==> config.mk <==
export PLATFORM = sky130hd
export DESIGN_NAME = sha256_stream_hasher
export DESIGN_NICKNAME = d
export VERILOG_FILES = /design/src/rtl/sha256_stream_hasher.sv
export SDC_FILE = /design/constraint.sdc
export NUM_CORES = 2
export LEC_CHECK = 0
export CORE_MARGIN = 3
export CORE_UTILIZATION = 38
export CTS_BUF_LIST = sky130_fd_sc_hd__clkbuf_4 sky130_fd_sc_hd__clkbuf_8
export CTS_CLUSTER_DIAMETER = 40
export CTS_CLUSTER_SIZE = 30
export DETAILED_ROUTE_END_ITERATION = 12
export PLACE_DENSITY_LB_ADDON = 0.05
export SLEW_MARGIN = 10
export SYNTH_ARGS = -nofsm -noshare
export SYNTH_HDL_FRONTEND = slang
export SYNTH_SLANG_ARGS = --single-unit
==> constraint.sdc <==
create_clock -name aclk -period 7.8 [get_ports aclk]
set_input_delay 2.34 -clock aclk [delete_from_list [all_inputs] [get_ports aclk]]
set_output_delay 2.34 -clock aclk [all_outputs]
set_load 0.01 [all_outputs]
==> src/rtl/sha256_stream_hasher.sv <==
// sha256_stream_hasher: multi-block SHA-256 engine on a 512-bit AXI4-Stream.
// Pre-padded 512-bit blocks arrive on rd_*. The compression state is chained across
// beats until rd_tlast, and then one digest beat is emitted on wr_*.
// ROUNDS_PER_CYCLE (1, 2 or 4) rounds are evaluated per clock.
// Optional feature: define SHA224_MODE_EN to add the mode_224 input. That input selects
// the SHA-224 IV and the truncated digest for a message.
module sha256_stream_hasher #(
  parameter int unsigned DATA_BITS        = 512,
  parameter int unsigned ROUNDS_PER_CYCLE = 1
) (
  input  logic                 aclk,
  input  logic                 aresetn,
`ifdef SHA224_MODE_EN
  input  logic                 mode_224,
`endif
  input  logic [DATA_BITS-1:0] rd_tdata,
  input  logic                 rd_tvalid,
  output logic                 rd_tready,
  input  logic                 rd_tlast,
  output logic [DATA_BITS-1:0] wr_tdata,
  output logic                 wr_tvalid,
  input  logic                 wr_tready,
  output logic                 wr_tlast
);

  if (DATA_BITS != 512) begin : g_bad_data_bits
    $error("sha256_stream_hasher: DATA_BITS must be 512");
  end
  if (ROUNDS_PER_CYCLE != 1 && ROUNDS_PER_CYCLE != 2 && ROUNDS_PER_CYCLE != 4)
  begin : g_bad_rounds
    $error("sha256_stream_hasher: ROUNDS_PER_CYCLE must be 1, 2 or 4");
  end

  localparam logic [1:0] StIdle  = 2'd0;
  localparam logic [1:0] StRound = 2'd1;
  localparam logic [1:0] StAdd   = 2'd2;
  localparam logic [1:0] StOut   = 2'd3;

  localparam logic [5:0] TStep = 6'(ROUNDS_PER_CYCLE);
  localparam logic [5:0] TLast = 6'(64 - ROUNDS_PER_CYCLE);

  // Word j of each IV sits at bits [32*j +: 32].
  localparam logic [255:0] Iv256 = {
    32'h5be0cd19, 32'h1f83d9ab, 32'h9b05688c, 32'h510e527f,
    32'ha54ff53a, 32'h3c6ef372, 32'hbb67ae85, 32'h6a09e667};
  localparam logic [255:0] Iv224 = {
    32'hbefa4fa4, 32'h64f98fa7, 32'h68581511, 32'hffc00b31,
    32'hf70e5939, 32'h3070dd17, 32'h367cd507, 32'hc1059ed8};

  localparam logic [31:0] K [64] = '{
    32'h428a2f98, 32'h71374491, 32'hb5c0fbcf, 32'he9b5dba5,
    32'h3956c25b, 32'h59f111f1, 32'h923f82a4, 32'hab1c5ed5,
    32'hd807aa98, 32'h12835b01, 32'h243185be, 32'h550c7dc3,
    32'h72be5d74, 32'h80deb1fe, 32'h9bdc06a7, 32'hc19bf174,
    32'he49b69c1, 32'hefbe4786, 32'h0fc19dc6, 32'h240ca1cc,
    32'h2de92c6f, 32'h4a7484aa, 32'h5cb0a9dc, 32'h76f988da,
    32'h983e5152, 32'ha831c66d, 32'hb00327c8, 32'hbf597fc7,
    32'hc6e00bf3, 32'hd5a79147, 32'h06ca6351, 32'h14292967,
    32'h27b70a85, 32'h2e1b2138, 32'h4d2c6dfc, 32'h53380d13,
    32'h650a7354, 32'h766a0abb, 32'h81c2c92e, 32'h92722c85,
    32'ha2bfe8a1, 32'ha81a664b, 32'hc24b8b70, 32'hc76c51a3,
    32'hd192e819, 32'hd6990624, 32'hf40e3585, 32'h106aa070,
    32'h19a4c116, 32'h1e376c08, 32'h2748774c, 32'h34b0bcb5,
    32'h391c0cb3, 32'h4ed8aa4a, 32'h5b9cca4f, 32'h682e6ff3,
    32'h748f82ee, 32'h78a5636f, 32'h84c87814, 32'h8cc70208,
    32'h90befffa, 32'ha4506ceb, 32'hbef9a3f7, 32'hc67178f2};

  function automatic logic [31:0] rotr(input logic [31:0] x, input int unsigned n);
    return (x >> n) | (x << (32 - n));
  endfunction

  function automatic logic [31:0] bsig0(input logic [31:0] x);
    return rotr(x, 2) ^ rotr(x, 13) ^ rotr(x, 22);
  endfunction

  function automatic logic [31:0] bsig1(input logic [31:0] x);
    return rotr(x, 6) ^ rotr(x, 11) ^ rotr(x, 25);
  endfunction

  function automatic logic [31:0] ssig0(input logic [31:0] x);
    return rotr(x, 7) ^ rotr(x, 18) ^ (x >> 3);
  endfunction

  function automatic logic [31:0] ssig1(input logic [31:0] x);
    return rotr(x, 17) ^ rotr(x, 19) ^ (x >> 10);
  endfunction

  function automatic logic [255:0] iv_for(input logic m);
    return m ? Iv224 : Iv256;
  endfunction

  logic [1:0]        state_q, state_d;
  logic [5:0]        t_q, t_d;
  logic [15:0][31:0] w_q, w_d;       // schedule window, w_q[0] is W[t]
  logic [7:0][31:0]  v_q, v_d;       // working variables, index 0 = a
  logic [7:0][31:0]  h_q, h_d;       // chained hash state
  logic [255:0]      dout_q, dout_d;
  logic              first_q, first_d;
  logic              last_q, last_d;
  logic              mode_q, mode_d;
  logic              wr_valid_q, wr_valid_d;
  logic              alive_q;

  logic [15:0][31:0] rw;
  logic [7:0][31:0]  rv, base, sum;
  logic [31:0]       t1, t2, wn;
  logic              mode_in, hs;

`ifdef SHA224_MODE_EN
  assign mode_in = mode_224;
`else
  assign mode_in = 1'b0;
`endif

  // Ready only in IDLE, and never before the first clock after reset release.
  assign rd_tready = alive_q & (state_q == StIdle);
  assign hs        = rd_tvalid & rd_tready;
  assign wr_tvalid = wr_valid_q;
  assign wr_tlast  = wr_valid_q;
  assign wr_tdata  = {{(DATA_BITS - 256){1'b0}}, dout_q};

  // Unrolled rounds: working variables plus the sliding 16-word message schedule
  always_comb begin
    rv = v_q;
    rw = w_q;
    t1 = '0;
    t2 = '0;
    wn = '0;
    for (int i = 0; i < int'(ROUNDS_PER_CYCLE); i++) begin
      t1 = rv[7] + bsig1(rv[4]) + ((rv[4] & rv[5]) ^ (~rv[4] & rv[6])) + K[t_q + 6'(i)] + rw[0];
      t2 = bsig0(rv[0]) + ((rv[0] & rv[1]) ^ (rv[0] & rv[2]) ^ (rv[1] & rv[2]));
      rv = {rv[6:4], rv[3] + t1, rv[2:0], t1 + t2};
      wn = ssig1(rw[14]) + rw[9] + ssig0(rw[1]) + rw[0];
      rw = {wn, rw[15:1]};
    end
  end

  // FSM next-state and datapath loads
  always_comb begin
    state_d    = state_q;
    t_d        = t_q;
    w_d        = w_q;
    v_d        = v_q;
    h_d        = h_q;
    dout_d     = dout_q;
    first_d    = first_q;
    last_d     = last_q;
    mode_d     = mode_q;
    wr_valid_d = wr_valid_q;
    sum        = '0;
    // First block of a message adds onto the IV, not the stale chain.
    base       = first_q ? iv_for(mode_q) : h_q;
    for (int j = 0; j < 8; j++) begin
      sum[j] = base[j] + v_q[j];
    end
    unique case (state_q)
      StIdle: begin
        if (hs) begin
          w_d     = rd_tdata[511:0];
          last_d  = rd_tlast;
          t_d     = '0;
          state_d = StRound;
          if (first_q) begin
            v_d    = iv_for(mode_in);
            mode_d = mode_in;
          end else begin
            v_d = h_q;
          end
        end
      end
      StRound: begin
        v_d = rv;
        w_d = rw;
        t_d = t_q + TStep;
        if (t_q == TLast) begin
          state_d = StAdd;
        end
      end
      StAdd: begin
        h_d = sum;
        if (last_q) begin
          dout_d     = mode_q ? {32'h0, sum[6:0]} : sum;
          wr_valid_d = 1'b1;
          state_d    = StOut;
        end else begin
          first_d = 1'b0;
          state_d = StIdle;
        end
      end
      StOut: begin
        if (wr_tready) begin
          wr_valid_d = 1'b0;
          h_d        = Iv256;
          first_d    = 1'b1;
          state_d    = StIdle;
        end
      end
      default: state_d = StIdle;
    endcase
  end

  // State registers; reset discards any partial chain
  always_ff @(posedge aclk or negedge aresetn) begin
    if (!aresetn) begin
      state_q    <= StIdle;
      t_q        <= '0;
      w_q        <= '0;
      v_q        <= '0;
      h_q        <= Iv256;
      dout_q     <= '0;
      first_q    <= 1'b1;
      last_q     <= 1'b0;
      mode_q     <= 1'b0;
      wr_valid_q <= 1'b0;
      alive_q    <= 1'b0;
    end else begin
      state_q    <= state_d;
      t_q        <= t_d;
      w_q        <= w_d;
      v_q        <= v_d;
      h_q        <= h_d;
      dout_q     <= dout_d;
      first_q    <= first_d;
      last_q     <= last_d;
      mode_q     <= mode_d;
      wr_valid_q <= wr_valid_d;
      alive_q    <= 1'b1;
    end
  end

endmodule
==> metrics.md <==
| Metric | Value |
|---|---|
| Status | `completed` |
| Synthesized cell area | `0.0846 sq mm` |
| Library cells used by synthesis | `98` |
| Cell with the most instances after synthesis | `nand2_1` |
| Maximum clock frequency | `133 MHz` |
| WL/cell | `27.2 microns` |
| Register area share after synthesis | `38.4%` |
| Hpwl dp | `297 mm` |
| Max-cap viol count | `0` |
| Area share of the largest cell type after synthesis | `34.2%` |
| Worst Setup Start Kind | `register` |
| Hold Buf Count CTS | `0` |
| Synth warn | `0` |
| Number of I/O port buffers | `775` |
| Clk sink count | `1292` |
| Final Max Slew Viols | `0` |
| Clock Root Buffer | `clkbuf_8` |
| Filler cells | `21780` |
| Delay of the slowest critical-path stage | `550 ps` |
| Final clock skew | `66.9 ps` |
| CTS Buf Count | `234` |
| Drt pass-1 iters | `9` |
| Synth area leader | `dfrtp_1` |
| Share of flip-flops with an asynchronous set or reset | `100%` |
| Gr ovfl total | `0` |
| Worst hold path class | `register to register` |
| Slew HR | `18.9%` |
| Cells after Synth | `9916` |
| Vias | `75718` |
| Placer Congestion | `0.949` |
| Hold Vio Cnt, Final | `0` |
| CP Class | `register to register` |
| CP Data Arrival Time | `8410 ps` |
| Net count of the finished layout | `11875` |
| Starting density of the core | `38.3%` |
| Largest net degree at the start of global routing | `205` |
| I/O pin total | `1032` |
| Yosys reg bits | `1292` |
| DRT antenna net count | `0` |
| Final setup TNS | `0 ps` |
| Synth Flop Type | `dfrtp_1` |
| CTS tree | `yes` |
| Vias/cell | `5.42` |
| First-pass GRT wire length | `537 mm` |
| Die area | `0.228 sq mm` |
| Most common cell on crit path | `buf_4` |
| Total Routing Usage GR | `32.1%` |
| Crit end category | `register` |
| Synth top cells by count | `nand2_1 (1784), dfrtp_1 (1155), nor2_1 (843)` |
| Die width | `478 microns` |
| DRC errors left | `0` |
| Avg Cell Area, Syn | `8.53 sq um` |
| Initial antenna violation count | `53` |
| Leading post-synthesis cells by cell area | `dfrtp_1 (34%), nand2_1 (7.9%), ha_1 (5.9%)` |
| Vias in the first global route | `73610` |
| Overall routed net length | `379 mm` |
| Share of cells above drive strength 1 | `12.5%` |
| R2R Setup Slk | `270 ps` |
| CP required | `8670 ps` |
| Measured slew at the worst slew-check pin | `1220 ps` |
| Final setup viols | `0` |
| Htree depth | `4` |
| Number of enable flip-flop cells after synthesis | `0` |
| Max FO, Critical Path | `5` |
| Fin util | `46.7%` |
| Synth-to-layout area growth | `21.8%` |
| Clk_lat worst skew | `1040 ps` |
| Clock Tree Buf Depth | `3` |
| Vertical die dimension | `478 microns` |
| DR iter-0 viols | `6754` |
| # rows | `172` |
| Part of the cycle the worst path needs | `96.6%` |
| Post-route minimum period | `7530 ps` |
| Slowest CP cell | `fa_1` |
| Core area | `0.221 sq mm` |
| Worst-path clk slew | `60 ps` |
routing by layer:
metal | vias up | track usage [%] | wire length, microns
met2 | 2525 | 49.5 | 169000
met3 | 497 | 5.61 | 23100
li1 | 34935 | - | -
met5 | - | 0 | 126
met1 | 37743 | 45.8 | 174000
met4 | 18 | 10.0 | 12800
final timing paths:
kind                                      startpoint                 endpoint  cells after the start
worst max-delay path              t_q[0]$_DFFE_PN0P_       rv[55]$_DFFE_PN0P_                     37
worst min-delay path            h_q[243]$_DFFE_PN0P_     h_q[243]$_DFFE_PN0P_                      2
worst max register to register    t_q[0]$_DFFE_PN0P_       rv[55]$_DFFE_PN0P_                     37
worst min register to register  h_q[243]$_DFFE_PN0P_     h_q[243]$_DFFE_PN0P_                      2
max in group asynchronous                    aresetn       rv[90]$_DFFE_PN0P_                      3
min in group asynchronous                    aresetn  dout_q[100]$_DFFE_PN0P_                      1
repair_timing:
action / in CTS / in global routing
setup endpoints to repair: 5 / 16
resized for setup: 4 / 97
pin swaps: 1 / 39
buffers inserted: 1 / 11
flip-flops by register name, indices dropped and copies added, names as in the netlist:
register,cells
rw,480
dout_q,256
h_q,256
rv,192
v_q,64
w_q,32
t_q,6
state_q,2
alive_q,1
first_q,1
last_q,1
wr_tlast,1
per-stage QoR:
stage	area (sq um)	setup slack [ps]	std cells	hold slack, ps
CTS	102000	5.97	13921	478
global placement	96700	-59.3	13473	456
floorplan	85600	223	10171	442
finish	103000	265	13965	473
detailed placement	96700	-54.8	13473	463
global route	103000	-60.8	13961	492
final cells by class:
type                    instances  area (sq um)  area share, %
flip-flops and latches       1292         32500           31.6
diodes                         33          82.6         0.0802
clock inverters               167          2040           1.98
inverters                     438          1650           1.60
well taps                    2958          3700           3.59
clock buffers                 280          3680           3.58
multi-input cells            7534         47500           46.2
repair buffers               1263         11800           11.4
critical path, delay by kind of cell, from the launching register on:
kind | cells | cell delay, ps
adder cells (fa/ha/maj) | 5 | 1670
flip-flops | 1 | 400
XOR/XNOR | 1 | 270
AND/OR/NAND/NOR | 6 | 870
buffers and inverters | 12 | 1610
AO/OA/AOI/OAI | 13 | 2580
placed cells by master, fill, tap and decap left out, drive strengths merged, types with 29 or more instances in the layout:
cell type and count:
nand2 1784, dfrtp 1155, nor2 843, o21ai 804
clkdlybuf4s50 774, a31oi 554, a21oi 546, buf 489
inv 488, ha 399, xnor2 325, clkbuf 280
xor2 266, conb 257, mux2i 230, a21o 228
fa 196, nor2b 151, dfstp 137, or2 136
nand3 79, nor3 67, clkinv 67, o21bai 58
nand2b 54, o22ai 52, o21a 48, a211oi 45
mux2 36, diode 33, and3 32, o211ai 29
cell families after synthesis:
group	after synthesis	share of synthesized area [%]
other	2	0.00888
AO/OA/AOI/OAI	2562	18.3
XOR/XNOR	591	6.12
multiplexers	270	3.31
flip-flops	1292	38.4
buffers and inverters	1345	7.11
adder cells (fa/ha/maj)	598	10.6
AND/OR/NAND/NOR	3256	16.2
Power is left out: the tool's default activity adds up to more than one toggle a clock period on the data nets, which glitch-free logic cannot reach.
